### config.mk
export PLATFORM = sky130hd
export DESIGN_NAME = fp16_pack_flat
export DESIGN_NICKNAME = d
export VERILOG_FILES = /design/src/rtl/fp16_pack_if.sv /design/src/rtl/fp16_pack.sv /design/src/flat_wrapper.sv
export SDC_FILE = /design/constraint.sdc
export NUM_CORES = 1
export LEC_CHECK = 0
export CORE_MARGIN = 1
export CORE_UTILIZATION = 50
export CTS_CLUSTER_SIZE = 24
export DETAILED_ROUTE_END_ITERATION = 12
export DONT_BUFFER_PORTS = 1
export GPL_TIMING_DRIVEN = 0
export PLACE_DENSITY = 0.62
export SETUP_SLACK_MARGIN = 0.3
export SLEW_MARGIN = 20
export SYNTH_ARGS = -nofsm -noshare
export SYNTH_HDL_FRONTEND = slang
export SYNTH_SLANG_ARGS = --single-unit
### constraint.sdc
create_clock -name clk -period 11.12 [get_ports clk]
set_clock_uncertainty 0.1 [all_clocks]
set_input_delay 1.112 -clock clk [delete_from_list [all_inputs] [get_ports clk]]
set_output_delay 1.112 -clock clk [all_outputs]
set_load 0.05 [all_outputs]
### src/rtl/fp16_pack_if.sv
// fp16_pack_if: operand and result bundle for the fp16 round-and-pack unit.
//   Input side : in_valid/in_ready handshake, sign Zs, biased exponent Ze,
//                significand Zm, sticky, special-case flags, invalid, roundmode.
//   Output side: out_valid/out_ready handshake, packed Zout, flags
//                {invalid, overflow, underflow, inexact}.
//   master drives operands and consumes results; slave is the pack unit.
interface fp16_pack_if;
  logic        in_valid;
  logic        in_ready;
  logic        Zs;
  logic [7:0]  Ze;
  logic [21:0] Zm;
  logic        Zsticky;
  logic        Zzero;
  logic        Zinf;
  logic        Znan;
  logic        Zinvalid;
  logic [1:0]  roundmode;
  logic        out_valid;
  logic        out_ready;
  logic [15:0] Zout;
  logic [3:0]  flags;

  modport master (
    output in_valid, Zs, Ze, Zm, Zsticky, Zzero, Zinf, Znan, Zinvalid,
           roundmode, out_ready,
    input  in_ready, out_valid, Zout, flags
  );

  modport slave (
    input  in_valid, Zs, Ze, Zm, Zsticky, Zzero, Zinf, Znan, Zinvalid,
           roundmode, out_ready,
    output in_ready, out_valid, Zout, flags
  );
endinterface

### src/rtl/fp16_pack.sv
// fp16_pack: two-stage round-and-pack unit producing IEEE-754 binary16.
//   clk   : rising-edge clock
//   reset : synchronous, active-high; empties both stages
//   bus   : fp16_pack_if.slave -- operand handshake in, result handshake out
// Stage 1 denormalizes tiny operands and extracts m/guard/sticky.
// Stage 2 rounds per mode, handles overflow and specials, and registers
// the packed result and flags. One result per cycle, latency two.
module fp16_pack (
  input  logic        clk,
  input  logic        reset,
  fp16_pack_if.slave  bus
);

  typedef enum logic [1:0] {
    RM_RZ  = 2'b00,
    RM_RNE = 2'b01,
    RM_RDN = 2'b10,
    RM_RUP = 2'b11
  } rm_e;

  typedef struct packed {
    logic        sign;
    logic [7:0]  e;       // 0 for tiny operands, else Ze (1..127)
    logic [10:0] m;
    logic        g;
    logic        s;
    logic        tiny;
    rm_e         rm;
    logic        nan;
    logic        inf;
    logic        zero;
    logic        invalid;
  } s1_t;

  s1_t         s1_d, s1_q;
  logic        s1_valid_d, s1_valid_q;
  logic        out_valid_d, out_valid_q;
  logic [15:0] zout_d, zout_q;
  logic [3:0]  flags_d, flags_q;

  logic        s2_adv;

  // Stage 2 may load whenever its current result is gone or leaving now.
  assign s2_adv       = !out_valid_q || bus.out_ready;
  assign bus.in_ready = !s1_valid_q || s2_adv;

  assign bus.out_valid = out_valid_q;
  assign bus.Zout      = zout_q;
  assign bus.flags     = flags_q;

  // ---------------------------------------------------------------- stage 1
  logic        tiny;
  logic [8:0]  shamt_w;
  logic [4:0]  shamt;
  logic [45:0] wide;   // Zm in [45:24]; bits shifted out land in [23:0]

  // NOTE: combinational blocks use blocking '=' with every output defaulted
  // first, so no latch can be inferred; clocked blocks use '<=' only.
  always_comb begin
    tiny    = bus.Ze[7] || (bus.Ze == 8'd0);
    shamt_w = 9'd1 - {bus.Ze[7], bus.Ze};
    shamt   = 5'd0;
    if (tiny) begin
      // Anything beyond 24 already pushes every bit into sticky.
      shamt = (shamt_w > 9'd24) ? 5'd24 : shamt_w[4:0];
    end
    wide = {bus.Zm, 24'd0} >> shamt;

    s1_d       = s1_q;
    s1_valid_d = s1_valid_q;
    if (bus.in_ready) begin
      s1_valid_d = bus.in_valid;
      if (bus.in_valid) begin
        s1_d.sign    = bus.Zs;
        s1_d.e       = tiny ? 8'd0 : bus.Ze;
        s1_d.m       = wide[45:35];
        s1_d.g       = wide[34];
        s1_d.s       = (|wide[33:0]) | bus.Zsticky;
        s1_d.tiny    = tiny;
        s1_d.rm      = rm_e'(bus.roundmode);
        s1_d.nan     = bus.Znan;
        s1_d.inf     = bus.Zinf;
        s1_d.zero    = bus.Zzero;
        s1_d.invalid = bus.Zinvalid;
      end
    end
  end

  // ---------------------------------------------------------------- stage 2
  logic        inexact;
  logic        inc;
  logic [11:0] mr_sum;
  logic [10:0] mr;
  logic [8:0]  e_fin;
  logic        ovf;
  logic [4:0]  exp_field;
  logic [15:0] res_zout;
  logic [3:0]  res_flags;

  always_comb begin
    inexact = s1_q.g | s1_q.s;
    inc     = 1'b0;
    unique case (s1_q.rm)
      RM_RZ:  inc = 1'b0;
      RM_RNE: inc = s1_q.g & (s1_q.s | s1_q.m[0]);
      RM_RDN: inc = s1_q.sign & inexact;
      RM_RUP: inc = ~s1_q.sign & inexact;
    endcase

    mr_sum = {1'b0, s1_q.m} + {11'd0, inc};
    // A carry out means m was all ones; renormalize (dropped LSB is zero).
    mr     = mr_sum[11] ? mr_sum[11:1] : mr_sum[10:0];
    e_fin  = {1'b0, s1_q.e} + {8'd0, mr_sum[11]};

    // Overflow is also flagged when the exact value reaches the
    // round-to-nearest threshold above the largest finite (e=30, m all
    // ones, guard set), so truncating modes still report it.
    ovf = (e_fin >= 9'd31) ||
          ((s1_q.e == 8'd30) && (s1_q.m == 11'h7FF) && s1_q.g);

    // A tiny value that rounded up into the hidden bit becomes normal.
    exp_field = 5'd0;
    if (mr[10]) begin
      exp_field = (e_fin == 9'd0) ? 5'd1 : e_fin[4:0];
    end

    res_zout  = {s1_q.sign, exp_field, mr[9:0]};
    res_flags = {s1_q.invalid, 1'b0, s1_q.tiny & inexact, inexact};

    if (s1_q.nan) begin
      res_zout  = 16'h7E00;
      res_flags = {s1_q.invalid, 3'b000};
    end else if (s1_q.inf) begin
      res_zout  = {s1_q.sign, 15'h7C00};
      res_flags = {s1_q.invalid, 3'b000};
    end else if (s1_q.zero) begin
      res_zout  = {s1_q.sign, 15'h0000};
      res_flags = {s1_q.invalid, 3'b000};
    end else if (ovf) begin
      res_flags = {s1_q.invalid, 3'b101};
      unique case (s1_q.rm)
        RM_RZ:  res_zout = {s1_q.sign, 15'h7BFF};
        RM_RNE: res_zout = {s1_q.sign, 15'h7C00};
        RM_RDN: res_zout = s1_q.sign ? 16'hFC00 : 16'h7BFF;
        RM_RUP: res_zout = s1_q.sign ? 16'hFBFF : 16'h7C00;
      endcase
    end

    out_valid_d = out_valid_q;
    zout_d      = zout_q;
    flags_d     = flags_q;
    if (s2_adv) begin
      out_valid_d = s1_valid_q;
      if (s1_valid_q) begin
        zout_d  = res_zout;
        flags_d = res_flags;
      end
    end
  end

  // ---------------------------------------------------------------- state
  always_ff @(posedge clk) begin
    if (reset) begin
      s1_valid_q  <= 1'b0;
      out_valid_q <= 1'b0;
      zout_q      <= 16'h0000;
      flags_q     <= 4'h0;
    end else begin
      s1_valid_q  <= s1_valid_d;
      out_valid_q <= out_valid_d;
      zout_q      <= zout_d;
      flags_q     <= flags_d;
    end
  end

  // NOTE: the stage-1 payload is deliberately not reset; it is only ever
  // consumed while s1_valid_q is set, so clearing it would add reset fanout
  // without changing behaviour.
  always_ff @(posedge clk) begin
    s1_q <= s1_d;
  end

endmodule
### src/flat_wrapper.sv
// flat-port wrapper written by rule: the top's interface ports become plain ports
module fp16_pack_flat 
  (clk, reset, bus_in_valid, bus_Zs, bus_Ze, bus_Zm, bus_Zsticky, bus_Zzero, bus_Zinf, bus_Znan, bus_Zinvalid, bus_roundmode, bus_out_ready, bus_in_ready, bus_out_valid, bus_Zout, bus_flags);
  fp16_pack_if bus_i ();
  input  logic clk;
  input  logic reset;
  input wire logic [$bits(bus_i.in_valid)-1:0] bus_in_valid;
  input wire logic [$bits(bus_i.Zs)-1:0] bus_Zs;
  input wire logic [$bits(bus_i.Ze)-1:0] bus_Ze;
  input wire logic [$bits(bus_i.Zm)-1:0] bus_Zm;
  input wire logic [$bits(bus_i.Zsticky)-1:0] bus_Zsticky;
  input wire logic [$bits(bus_i.Zzero)-1:0] bus_Zzero;
  input wire logic [$bits(bus_i.Zinf)-1:0] bus_Zinf;
  input wire logic [$bits(bus_i.Znan)-1:0] bus_Znan;
  input wire logic [$bits(bus_i.Zinvalid)-1:0] bus_Zinvalid;
  input wire logic [$bits(bus_i.roundmode)-1:0] bus_roundmode;
  input wire logic [$bits(bus_i.out_ready)-1:0] bus_out_ready;
  output wire logic [$bits(bus_i.in_ready)-1:0] bus_in_ready;
  output wire logic [$bits(bus_i.out_valid)-1:0] bus_out_valid;
  output wire logic [$bits(bus_i.Zout)-1:0] bus_Zout;
  output wire logic [$bits(bus_i.flags)-1:0] bus_flags;
  assign bus_i.in_valid = bus_in_valid;
  assign bus_i.Zs = bus_Zs;
  assign bus_i.Ze = bus_Ze;
  assign bus_i.Zm = bus_Zm;
  assign bus_i.Zsticky = bus_Zsticky;
  assign bus_i.Zzero = bus_Zzero;
  assign bus_i.Zinf = bus_Zinf;
  assign bus_i.Znan = bus_Znan;
  assign bus_i.Zinvalid = bus_Zinvalid;
  assign bus_i.roundmode = bus_roundmode;
  assign bus_i.out_ready = bus_out_ready;
  assign bus_in_ready = bus_i.in_ready;
  assign bus_out_valid = bus_i.out_valid;
  assign bus_Zout = bus_i.Zout;
  assign bus_flags = bus_i.flags;
  fp16_pack u_core (.clk(clk), .reset(reset), .bus(bus_i));
endmodule
After elaboration in Yosys (flattened, before gate mapping)
Index checks and enable logic that the tools add are counted.

storage, ports and cells
  register bits after elaboration = 51
  logic and storage cells = 65
  output and inout port bits = 22
  input port bits = 42

operators by class
  shift-type cells = 1
  equal/unequal tests = 5
  reduce and logical (&&, ||, !) cells = 14
  multiplexer cells = 17
  $lt $le $gt $ge = 2
  add/subtract/negate cells = 3
  bitwise operators = 8

operator list
  cell                                                                                  count
  16-bit 2-to-1 mux                                                                     6
  16-bit case mux with 4 select lines                                                   1
  46-bit by 5-bit >> shifter with 46-bit output                                         1
  34-bit OR reduction                                                                   1
  5-bit 2-to-1 mux                                                                      4
  11-bit by 1-bit adder with 12-bit output                                              1
  3-bit 2-to-1 mux                                                                      4
  11-bit == test (second input constant)                                                1
  11-bit 2-to-1 mux                                                                     1
  8-bit by 1-bit adder with 9-bit output                                                1
  9-bit by 5-bit greater-or-equal comparator with 1-bit output (second input constant)  1
  9-bit by 5-bit greater-than comparator with 1-bit output (second input constant)      1
  9-bit logical NOT                                                                     1
  2-bit by 8-bit subtractor with 9-bit output (first input constant)                    1
  8-bit by 5-bit == test with 1-bit output (second input constant)                      1
  8-bit logical NOT                                                                     1
  1-bit AND                                                                             4
  2-bit == test (second input constant)                                                 2
  1-bit logical OR                                                                      4
  1-bit case mux with 4 select lines                                                    1
  2-bit AND reduction                                                                   2
  1-bit bitwise OR                                                                      3
  2-bit by 1-bit == test with 1-bit output (second input constant)                      1
  1-bit logical AND                                                                     2
  other kinds (3)                                                                       4

Longest topological paths before layout
Gate-level depths: netlist of run 1.

  word-level depth = 12
  mapped depth = 18
  mapped depth without buffers = 17

Worst setup path before layout of run 1
No wires, ideal clock.

  path type = input to register
  start = input bus_Ze[1]
  end = register u_core.s1_q[7] (netlist name) (data pin)
  setup time = 0.271 ns
  path slack = 6.661 ns
  path buffers = 3
  data required time = 10.749 ns
  stages on the path = 14
  arrival time = 4.088 ns
  cell sequence = buf_2 -> clkinv_1 -> clkbuf_1 -> ha_1 -> clkbuf_1 -> nand2b_1 -> and3_1 -> a31o_4 -> a21boi_2 -> mux2_1 -> and2_1 -> mux2_2 -> o41ai_2 -> nand4_1

between the ends
  longest elaborated chain between the ends = 7
  elaborated cells on any way between the ends = 9
  those cells by class = add/sub (1); order compare (1); shift (1); mux (2); bitwise (1); reduce/logical (3)

RTL lines
  what                                                      RTL line           source
  from (decl)                                               flat_wrapper.sv:9  input wire logic [$bits(bus_i.Ze)-1:0] bus_Ze;
  2-bit by 8-bit subtractor with 9-bit output               fp16_pack.sv:61    shamt_w = 9'd1 - {bus.Ze[7], bus.Ze};
  9-bit by 5-bit greater-than comparator with 1-bit output  fp16_pack.sv:65    shamt = (shamt_w > 9'd24) ? 5'd24 : shamt_w[4:0];
  5-bit 2-to-1 mux                                          fp16_pack.sv:65
  5-bit 2-to-1 mux (*)                                      fp16_pack.sv:63    if (tiny) begin
  46-bit by 5-bit >> shifter with 46-bit output (*)         fp16_pack.sv:67    wide = {bus.Zm, 24'd0} >> shamt;
  34-bit OR reduction (*)                                   fp16_pack.sv:78    s1_d.s = (|wide[33:0]) | bus.Zsticky;
  1-bit bitwise OR (*)                                      fp16_pack.sv:78
  to (signal assigned)                                      fp16_pack.sv:180   s1_q <= s1_d;
  to (decl)                                                 fp16_pack.sv:35    s1_t s1_d, s1_q;

Mark *: on every way between the ends. The rest lies on a longest branch, timed or not.
A chain may end at the register's enable or synchronous reset.

Worst setup path after layout of run 1
Same ends and word-level chain as after synthesis.

==> run summary, run 1 <==
========================================================================================================
Status .................................................................................... finished, final reports clean
Critical path endpoint category ...........................................................     register
Postcts setup bufs ........................................................................            0
Share of post-route cells with drive strength above 1 .....................................        10.2%
Max_slew headroom .........................................................................        52.9%
Vias in the first global route ............................................................         3762
Unrepaired setup endpoints after global routing ...........................................           no
Seq/Total Area, Yosys .....................................................................        31.8%
Class of the tightest hold or removal check ...............................................   reg -> reg
Critical Path RT ..........................................................................     11.05 ns
Number of unique standard cell types used by synthesis ....................................           83
Final antenna diode count .................................................................            0
Fmax ......................................................................................      196 MHz
Routability Congestion ....................................................................         1.02
H-tree levels .............................................................................            2
Sink Count ................................................................................           51
Vertical die dimension ....................................................................      92.8 um
Cts bufs inserted .........................................................................            5
Post-CTS clock slew at the launch and capture registers of the worst setup and hold paths .      0.09 ns
Highest-count cells in the layout ignoring fill and taps .................................. 58 x nor2_1, 38 x nand2_1, 31 x a21oi_1, 29 x edfxtp_1, 25 x o21ai_0
Residual overflow from global routing .....................................................            0
Final cycle utilization of the critical path ..............................................        45.9%
Post-Synthesis Cells ......................................................................          493
Avg Vias per Cell .........................................................................         6.55
Final setup violation count ...............................................................            0
Sequential cell area ......................................................................    1310 um^2
Data arrival at the endpoint of the critical path .........................................      5.04 ns
Count of yosys warnings during synthesis ..................................................            0
Type of the worst setup path ..............................................................    in -> reg
CTS Hold Bufs .............................................................................            0
Worst hold margin .........................................................................     0.430 ns
Net count after synthesis .................................................................          541
Most frequent standard cell in the layout excluding fill and tap cells ....................       nor2_1
Area contributors post-synth .............................................................. edfxtp_1 21%, dfxtp_1 11%, nor2_1 5.3%, mux2i_1 5.1%, a21oi_1 3.8%
Clk root buf ..............................................................................     clkbuf_8
Min cycle time layout .....................................................................      5.10 ns
Total of max-cap violations ...............................................................            0
Mean cell area of the mapped netlist ......................................................    8.37 um^2
Post-detailed-route DRC marker count ......................................................            0
Initial Utilization .......................................................................        52.6%
Remaining antenna violation count after routing ...........................................            0
Post-cts resize count .....................................................................            0
EDFF count, synth .........................................................................           29
Final wirelength ..........................................................................     11600 um
Count of final max-slew check failures ....................................................            0
Port Buf Inserts ..........................................................................            0
Actual slew at the worst max-slew pin .....................................................     0.705 ns
Area added between synthesis and finish ...................................................        5.31%
Combined global-route utilization of all metal layers .....................................        27.3%
Number of optimization iterations in the first detailed-route pass ........................            5
Antenna violations before repair ..........................................................            0
Post-Route Setup TNS ......................................................................         0 ns
Worst-path maximum fanout .................................................................           11
DP HPWL ...................................................................................      8700 um
Total number of nets in the final design ..................................................          548
Row count .................................................................................           32
Routed vias ...............................................................................         3951
Yosys top cell area share .................................................................        21.1%
Post-synthesis cell area ..................................................................    4130 um^2
Total die area ............................................................................    8620 um^2
Footprint of the multi-input gates ........................................................    2640 um^2
Clk buf depth .............................................................................            2
Later-pin clock latency in the skew report ................................................      0.30 ns
TritonCTS clock tree ......................................................................          yes
Initial DRC count .........................................................................          308
Post-synth top flop .......................................................................     edfxtp_1
Maximum ir drop on the vdd rail ...........................................................    0.0453 mV
Cell Pwr Density .......................................................................... 99.4 nW/um^2
Maximum number of pins on one net before global-route repair ..............................           30
Cell leakage power ........................................................................      1.46 nW
Die span in x .............................................................................      92.8 um
Launching element type of the critical path ............................................... primary input
Number of flip-flops and latches in the synthesized netlist ...............................           51
Filler Cells Inserted .....................................................................          760
First-pass GRT wire length ................................................................     18700 um
Hold violation count in the final report ..................................................            0
IO Count ..................................................................................           64
Leading area contributor after synthesis ..................................................     edfxtp_1
Mean routed wirelength per cell ...........................................................      19.2 um
Async set-reset flop share out of synthesis ...............................................           0%
Placeable core area .......................................................................    7850 um^2
========================================================================================================
==> stage by stage <==
stage               cells  cell area [um^2]  power, mW  worst slack, ns  util (%)
global route          603              4350      0.455             5.86      55.4
finish                603              4350      0.432             6.02      55.4
floorplan             493              4130      0.307             6.66         -
global placement      595              4250      0.329             5.83      54.2
CTS                   603              4340      0.432             6.15      55.3
detailed placement    595              4260      0.330             5.82      54.2
==> flip-flops by register name, summed over array words and instances, names as in the netlist <==
signal	count
u_core.bus.Zout	16
u_core.bus.out_valid	1
u_core.bus.flags	4
u_core.s1_q	29
u_core.s1_valid_q	1
==> report_power, final <==
part,internal (mW),switching [mW]
clock,0.0430,0.0605
sequential,0.211,0.0168
combinational,0.0389,0.0620
==> synthesized netlist by cell type (4+ instances only) <==
| library cell | instances |
|---|---|
| mux2i_1 | 21 |
| a21oi_1 | 31 |
| o2111ai_1 | 4 |
| nor3_1 | 16 |
| nor2b_1 | 13 |
| xor2_1 | 7 |
| and3_1 | 6 |
| o211ai_1 | 7 |
| o22ai_1 | 5 |
| xnor2_1 | 4 |
| a211oi_1 | 5 |
| mux2_2 | 7 |
| o31ai_1 | 5 |
| nand3_1 | 15 |
| nand4_1 | 7 |
| a221oi_1 | 5 |
| edfxtp_1 | 29 |
| nand2b_1 | 8 |
| a22oi_1 | 11 |
| nor2_1 | 58 |
| ha_1 | 6 |
| buf_2 | 5 |
| o21ai_0 | 25 |
| and2_1 | 8 |
| dfxtp_1 | 22 |
| clkbuf_1 | 20 |
| nand2_1 | 38 |
| a31oi_1 | 10 |
| or3_1 | 6 |
| or2_2 | 5 |
| inv_1 | 8 |
==> critical path: stages <==
cell,delay (ns)
buf_2,0.16
clkinv_1,0.18
clkbuf_1,0.53
ha_1,0.25
clkbuf_1,0.28
nand4b_1,0.32
a211oi_2,0.34
a21boi_2,0.57
mux2_1,0.41
and2_1,0.17
mux2_2,0.27
o41ai_2,0.24
nand4_1,0.18
==> layout make-up <==
| class | instances | area share [%] |
|---|---|---|
| Multi-Input combinational cell | 401 | 60.8 |
| Buffer | 31 | 3.34 |
| Clock inverter | 3 | 0.346 |
| Tap cell | 102 | 2.94 |
| Clock buffer | 5 | 1.58 |
| Inverter | 10 | 0.864 |
| Sequential cell | 51 | 30.2 |
==> metal layers <==
layer | vias to the layer above | part of all wire (%) | routed length (um) | global-route usage, %
met1 | 1826 | 41 | 4740 | 33.4
li1 | 1888 | - | - | -
met5 | - | 0 | 0 | 0
met2 | 209 | 48 | 5530 | 46.9
met3 | 28 | 8.1 | 931 | 4.35
met4 | 0 | 3.0 | 345 | 12.2
==> worst paths after layout <==
| check | startpoint | endpoint | slack (ns) | depth (start not counted) |
|---|---|---|---|---|
| max | bus_Ze[1] | u_core.s1_q[7] | 6.02 | 13 |
| min reg2reg | u_core.s1_valid_q | u_core.bus.out_valid | 0.43 | 2 |
| max reg2reg | u_core.s1_q[28] | u_core.bus.Zout[13] | 6.82 | 18 |
| min | u_core.s1_valid_q | u_core.bus.out_valid | 0.43 | 2 |
==> logic make-up after synthesis <==
| family | synth area share (%) |
|---|---|
| multiplexers | 7.82 |
| buffers and inverters | 4.43 |
| adder cells (fa/ha/maj) | 1.82 |
| AO/OA/AOI/OAI | 28.3 |
| flip-flops | 31.8 |
| other | 0.0909 |
| XOR/XNOR | 2.33 |
| AND/OR/NAND/NOR | 23.4 |
No activity file was read; power rests on OpenSTA's default activity.
==> run 2, diff against run 1 <==
ABC_AREA = 1   (was unset)
clock period = 5.04 ns   (was 11.12 ns; I/O delays follow)
==> run summary, run 2 <==
========================================================================================================
Status .................................................................................... finished, final reports clean
Reg-to-reg setup timing slack .............................................................      0.91 ns
Area added between synthesis and finish ...................................................        5.49%
Fmax ......................................................................................      242 MHz
Total number of nets in the final design ..................................................          643
Max_slew headroom .........................................................................        36.4%
EDFF count, synth .........................................................................           29
Internal power component ..................................................................     0.628 mW
Post-Synthesis Cells ......................................................................          588
Maximum ir drop on the vdd rail ...........................................................    0.0876 mV
Number of flip-flops under the largest register name ......................................           29
Clock share of power ......................................................................        24.2%
Final setup violation count ...............................................................            0
Total die area ............................................................................    8440 um^2
Area contributors post-synth .............................................................. edfxtp_1 22%, nand2_1 15%, nand3_1 13%, dfxtp_1 11%, nor2_1 5.4%
Vias in the first global route ............................................................         3718
Power share of the combinational group ....................................................        21.3%
Launching element type of the critical path ...............................................     register
Cts bufs inserted .........................................................................            5
Final antenna diode count .................................................................            0
Share of post-route cells with drive strength above 1 .....................................        13.1%
Met2 wire length ..........................................................................      4950 um
Final cycle utilization of the critical path ..............................................        82.0%
Clk root buf ..............................................................................     clkbuf_8
Async set-reset flop share out of synthesis ...............................................           0%
Fraction of power spent switching nets ....................................................        31.8%
Topmost layer with routed signal wires ....................................................         met4
Data arrival at the endpoint of the critical path .........................................      4.26 ns
Later-pin clock latency in the skew report ................................................      0.30 ns
CTS Hold Bufs .............................................................................            0
Residual overflow from global routing .....................................................            0
Hold violation count in the final report ..................................................            0
Footprint of the multi-input gates ........................................................    2410 um^2
Yosys top cell area share .................................................................        21.6%
Cell Pwr Density ..........................................................................  216 nW/um^2
Seq/Total Area, Yosys .....................................................................        32.5%
Placeable core area .......................................................................    7770 um^2
Combined global-route utilization of all metal layers .....................................        24.7%
Die span in x .............................................................................      91.9 um
Worst-path maximum fanout .................................................................            8
Min cycle time layout .....................................................................      4.13 ns
Leading area contributor after synthesis ..................................................     edfxtp_1
Sequential cell area ......................................................................    1310 um^2
Critical Path RT ..........................................................................      5.17 ns
Class of the tightest hold or removal check ...............................................    in -> reg
Clk buf depth .............................................................................            2
Post-Route Setup TNS ......................................................................         0 ns
Sequential cell fraction of total power ...................................................        54.5%
Post-CTS clock slew at the launch and capture registers of the worst setup and hold paths .      0.09 ns
Post-synth top flop .......................................................................     edfxtp_1
Most frequent cells after synthesis ....................................................... 164 x nand2_1, 107 x nand3_1, 58 x nor2_1
Mean routed wirelength per cell ...........................................................      14.2 um
Avg Vias per Cell .........................................................................         5.46
Post-detailed-route DRC marker count ......................................................            0
Number of optimization iterations in the first detailed-route pass ........................            5
Count of final max-slew check failures ....................................................            0
Detailed-routed wire length on met3 .......................................................       502 um
Mean cell area of the mapped netlist ......................................................    6.86 um^2
Routability Congestion ....................................................................        0.960
H-tree levels .............................................................................            2
WL met1 ...................................................................................      4090 um
Number of unique standard cell types used by synthesis ....................................           38
Sink Count ................................................................................           51
Cell leakage power ........................................................................      1.88 nW
Actual slew at the worst max-slew pin .....................................................     0.948 ns
Net count after synthesis .................................................................          636
Vertical die dimension ....................................................................      91.9 um
First-pass GRT wire length ................................................................     16800 um
Remaining antenna violation count after routing ...........................................            0
Power, Total ..............................................................................     0.920 mW
Post-synthesis cell area ..................................................................    4040 um^2
Unrepaired setup endpoints after global routing ...........................................           no
Maximum number of pins on one net before global-route repair ..............................           30
Filler Cells Inserted .....................................................................          795
Postcts setup bufs ........................................................................            0
Total of max-cap violations ...............................................................            0
Routed vias ...............................................................................         3809
Initial DRC count .........................................................................          220
Row count .................................................................................           32
Port Buf Inserts ..........................................................................            0
Initial Utilization .......................................................................        52.0%
Dominant cell by count in the synthesized netlist .........................................      nand2_1
Highest-count cells in the layout ignoring fill and taps .................................. 164 x nand2_1, 107 x nand3_1, 56 x nor2_1, 36 x inv_1, 29 x edfxtp_1
Type of the worst setup path ..............................................................   reg -> reg
Final wirelength ..........................................................................      9890 um
Number of flip-flops and latches in the synthesized netlist ...............................           51
Count of yosys warnings during synthesis ..................................................            0
Switching component of the power ..........................................................     0.292 mW
Register with the most flip-flops .........................................................  u_core.s1_q
TritonCTS clock tree ......................................................................          yes
Antenna violations before repair ..........................................................            0
IO Count ..................................................................................           64
Critical path endpoint category ...........................................................     register
Most frequent standard cell in the layout excluding fill and tap cells ....................      nand2_1
DP HPWL ...................................................................................      8080 um
========================================================================================================
[run 2: cell types whose count changed after synthesis, sizes merged, moves of 7 or more]
cell / delta
a22oi: -11
mux2: -8
inv: +35
nand2b: -8
nand3: +112
nand2: +148
mux2i: -21
nor3: -9
a211oi: -7
and2: -8
o21ai: -7
a31oi: -10
nor2b: -13
clkbuf: -14
[run 2: metal layers]
layer  up-vias  GRT usage, %
met5         -             0
met4         0          10.5
met3        26          3.07
met2       119          45.8
met1      1692          28.4
li1       1972             -
[run 2: cell families after synthesis]
kind of cell,Yosys count,synth area share [%]
fa+ha+maj,6,1.86
xor+xnor,13,2.82
buf+inv,66,8.00
other cells,1,0.0929
compound gates,60,8.03
simple gates,391,46.7
flops,51,32.5
[run 2: stage by stage]
step | hold WS, ns | instance area [um^2] | setup WS [ns] | utilization [%] | std cells
after global routing | 0.169 | 4260 | 0.390 | 54.8 | 698
after CTS | 0.178 | 4250 | 0.571 | 54.7 | 698
after floorplan | 0.369 | 4040 | 1.41 | - | 588
after global placement | 0.383 | 4160 | 0.700 | 53.6 | 690
after detailed placement | 0.411 | 4160 | 0.618 | 53.6 | 690
final | 0.185 | 4260 | 0.908 | 54.8 | 698
[run 2: final timing paths]
| check | to | startpoint | depth (start not counted) |
|---|---|---|---|
| hold reg to reg | u_core.bus.flags[3] | u_core.s1_q[0] | 2 |
| setup / recovery | u_core.bus.Zout[2] | u_core.s1_q[5] | 24 |
| hold / removal | u_core.s1_q[3] | bus_Znan | 0 |
| setup reg to reg | u_core.bus.Zout[2] | u_core.s1_q[5] | 24 |
[run 2: worst max-delay path: stages (launching register included)]
cell and delay (ns):
edfxtp_1 0.38, nand2_1 0.08, xor2_1 0.15, a21oi_1 0.12, o21a_1 0.13, ha_1 0.16, nand2_1 0.12, nor3_2 0.26
nand2_1 0.12, nor2_1 0.17, nand2_1 0.11, nor2_2 0.18, ha_1 0.21, nand2_1 0.06, inv_1 0.10, nand4_1 0.14
nor3_1 0.20, xor2_1 0.09, nor3_1 0.21, nand2_1 0.22, nand2_1 0.17, inv_1 0.08, nor2_2 0.24, nand2_1 0.10
a21oi_1 0.15
[run 2: timing repair]
item | CTS | global route
gates resized for setup | 0 | 3
endpoints found under the hold margin | 0 | 0
endpoints found under the setup margin | 0 | 10
[run 2: layout make-up]
cell class | instances | area share, %
Clock inverter | 2 | 0.264
Clock buffer | 6 | 1.70
Buffer | 21 | 3.59
Sequential cell | 51 | 30.8
Inverter | 45 | 4.00
Multi-Input combinational cell | 471 | 56.7
Tap cell | 102 | 3.00
[run 2: power by group through the flow]
stage                     Sequential [mW]  Clock (mW)  Combinational, mW
after global routing                0.505       0.251              0.223
after detailed placement            0.511           0              0.194
after floorplan                     0.507           0              0.155
final                               0.502       0.223              0.196
after CTS                           0.502       0.230              0.195
after global placement              0.510           0              0.193
==> run 3, diff against run 2 <==
PLACE_DENSITY = 0.65   (was 0.62)
clock period = 3.53 ns   (was 5.04 ns; I/O delays follow)
==> run summary, run 3 (same netlist as run 2, synthesis figures left out) <==
========================================================================================================
Row count .................................................................................           32
Total number of nets in the final design ..................................................          668
Reg-to-reg critical path startpoint ....................................................... u_core.s1_q[4]
Routed vias ...............................................................................         4030
Violations in the final reports ........................................................... setup timing
Cell Pwr Density ..........................................................................  293 nW/um^2
Type of the worst setup path ..............................................................   reg -> reg
Filler Cells Inserted .....................................................................          718
Final antenna diode count .................................................................            0
Antenna violations before repair ..........................................................            0
Number of optimization iterations in the first detailed-route pass ........................            4
Remaining antenna violation count after routing ...........................................            0
Initial Utilization .......................................................................        52.0%
Routability Congestion ....................................................................        0.960
Sink Count ................................................................................           51
Fmax ......................................................................................      277 MHz
Cell type group with the largest total delay on the critical path ......................... simple AND/OR/NAND/NOR gates
Final cycle utilization of the critical path ..............................................         102%
Placeable core area .......................................................................    7770 um^2
Hold violation count in the final report ..................................................            0
Vertical die dimension ....................................................................      91.9 um
Max_slew headroom .........................................................................        37.8%
Actual slew at the worst max-slew pin .....................................................     0.928 ns
Residual overflow from global routing .....................................................            0
Class of the tightest hold or removal check ...............................................    in -> reg
Combined global-route utilization of all metal layers .....................................        26.5%
Cts bufs inserted .........................................................................            5
Power, Total ..............................................................................      1.38 mW
Count of final max-slew check failures ....................................................            0
Post-detailed-route DRC marker count ......................................................            0
Maximum number of pins on one net before global-route repair ..............................           30
Most frequent standard cell in the layout excluding fill and tap cells ....................      nand2_1
Port Buf Inserts ..........................................................................            0
Dominant cell type by count on the critical path ..........................................      nand2_2
Total die area ............................................................................    8440 um^2
Clk root buf ..............................................................................     clkbuf_8
Initial DRC count .........................................................................          187
First-pass GRT wire length ................................................................     17900 um
Number of cell instances on the worst register-to-register path ...........................           23
Cells along the critical path ............................................................. xor2_2 > a21oi_1 > o21a_1 > ha_4 > nand2_4 > nor3_4 > nand2_2 > nor2_4 > nand2_4 > nor2_4 > ha_4 > nand2_2 > inv_2 > nand4_1 > nor3_2 > xor2_1 > nor3_2 > nand2_2 > nand2_2 > inv_2 > nor2_4 > nand2_1 > a21oi_1
Final critical-path setup slack ...........................................................   -0.0758 ns
Final wirelength ..........................................................................     10800 um
DP HPWL ...................................................................................      8160 um
Launching element type of the critical path ...............................................     register
CTS Hold Bufs .............................................................................            0
Worst Hold Launch .........................................................................       bus_Zs
Share of post-route cells with drive strength above 1 .....................................        24.3%
Vias in the first global route ............................................................         3912
Reg-to-reg setup timing slack .............................................................     -0.08 ns
Worst-path cell with the longest stage delay ..............................................     edfxtp_1
H-tree levels .............................................................................            2
Min cycle time layout .....................................................................      3.61 ns
Maximum ir drop on the vdd rail ...........................................................     0.134 mV
TritonCTS clock tree ......................................................................          yes
Sequential cell area ......................................................................    1310 um^2
Crit-path max cell delay ..................................................................      0.43 ns
Status .................................................................................... finished with violations
IO Count ..................................................................................           64
Hold Path Cell Cnt ........................................................................            0
Critical path buffers and inverters .......................................................            2
Post-CTS clock slew at the launch and capture registers of the worst setup and hold paths .      0.09 ns
Highest-count cells in the layout ignoring fill and taps .................................. 147 x nand2_1, 104 x nand3_1, 54 x nor2_1, 33 x inv_1, 29 x edfxtp_1
Unrepaired setup endpoints after global routing ...........................................          yes
Min-Delay Endpoint ........................................................................ u_core.s1_q[28]
Worst-path maximum fanout .................................................................            8
Avg Vias per Cell .........................................................................         5.57
Die span in x .............................................................................      91.9 um
Number of flip-flops under the largest register name ......................................           29
Critical Path RT ..........................................................................      3.67 ns
Clk buf depth .............................................................................            2
Launching element of the worst setup path ................................................. u_core.s1_q[4]
Footprint of the multi-input gates ........................................................    2650 um^2
Data arrival at the endpoint of the critical path .........................................      3.75 ns
Register with the most flip-flops .........................................................  u_core.s1_q
Cell leakage power ........................................................................      2.08 nW
Total of max-cap violations ...............................................................            0
Mean routed wirelength per cell ...........................................................      14.9 um
Worst hold margin .........................................................................    0.0368 ns
Critical path endpoint category ...........................................................     register
Final setup violation count ...............................................................           10
Worst R2R End ............................................................................. u_core.bus.Zout[0]
Area added between synthesis and finish ...................................................        16.8%
Later-pin clock latency in the skew report ................................................      0.30 ns
========================================================================================================
run 3: cell types whose count changed in the layout (fill, tap and decap cells not counted), moves of 4 or more:
| cell | previous run | this run |
|---|---|---|
| buf_6 | 3 | 8 |
| buf_4 | 5 | 24 |
| o21ai_2 | 1 | 5 |
| nand2_1 | 164 | 147 |
| nand2_2 | 12 | 26 |
| a21oi_2 | 0 | 7 |
| a21oi_1 | 28 | 20 |
| nor2_4 | 1 | 5 |
| o21ai_0 | 22 | 16 |
run 3: through the flow:
step	setup slack, ns	utilization [%]	instances	setup TNS (ns)	instance area, um^2
floorplan	0.214	-	588	0	4070
finish	-0.0758	60.7	723	-0.552	4720
detailed placement	-0.447	54.0	690	-5.91	4200
global placement	-0.357	54.0	690	-4.46	4200
global route	-0.320	60.7	723	-4.22	4720
CTS	-0.0738	58.0	715	-0.488	4510
run 3: per-layer routing:
metal | share of wire [%] | routed length, um | track usage, % | vias to the layer above
li1 | - | - | - | 2024
met1 | 39 | 4240 | 28.7 | 1856
met2 | 51 | 5500 | 49.1 | 117
met3 | 5.4 | 587 | 4.64 | 33
met4 | 4.4 | 473 | 13.0 | 0
met5 | 0 | 0 | 0 | -
run 3: area by class of cell:
cell class / instances / share of cell area, %
plain buffers: 21 / 3.24
well taps: 102 / 2.71
flip-flops and latches: 51 / 27.8
repair inverters: 1 / 0.106
clock buffers: 7 / 1.83
multi-input cells: 471 / 56.2
clock inverters: 1 / 0.106
repair buffers: 24 / 4.22
inverters: 45 / 3.77
run 3: worst max-delay path by stage:
stage	slack, ns	depth (start not counted)	end
after CTS	-0.07	24	u_core.bus.Zout[6]
after global routing	-0.32	23	u_core.bus.Zout[6]
after global placement	-0.36	24	u_core.bus.Zout[4]
after detailed placement	-0.45	24	u_core.bus.Zout[2]
after floorplan	0.21	24	u_core.bus.Zout[3]
final	-0.08	23	u_core.bus.Zout[0]
run 3: where the power goes:
group / switching, mW / internal (mW)
registers: 0.0566 / 0.664
logic: 0.209 / 0.119
clock network: 0.175 / 0.158
run 3: what timing repair did:
action,4_1_cts,5_1_grt
endpoints found under the setup margin,18,18
buffers inserted,16,8
gates cloned,1,0
pin swaps,20,22
resized for setup,25,39
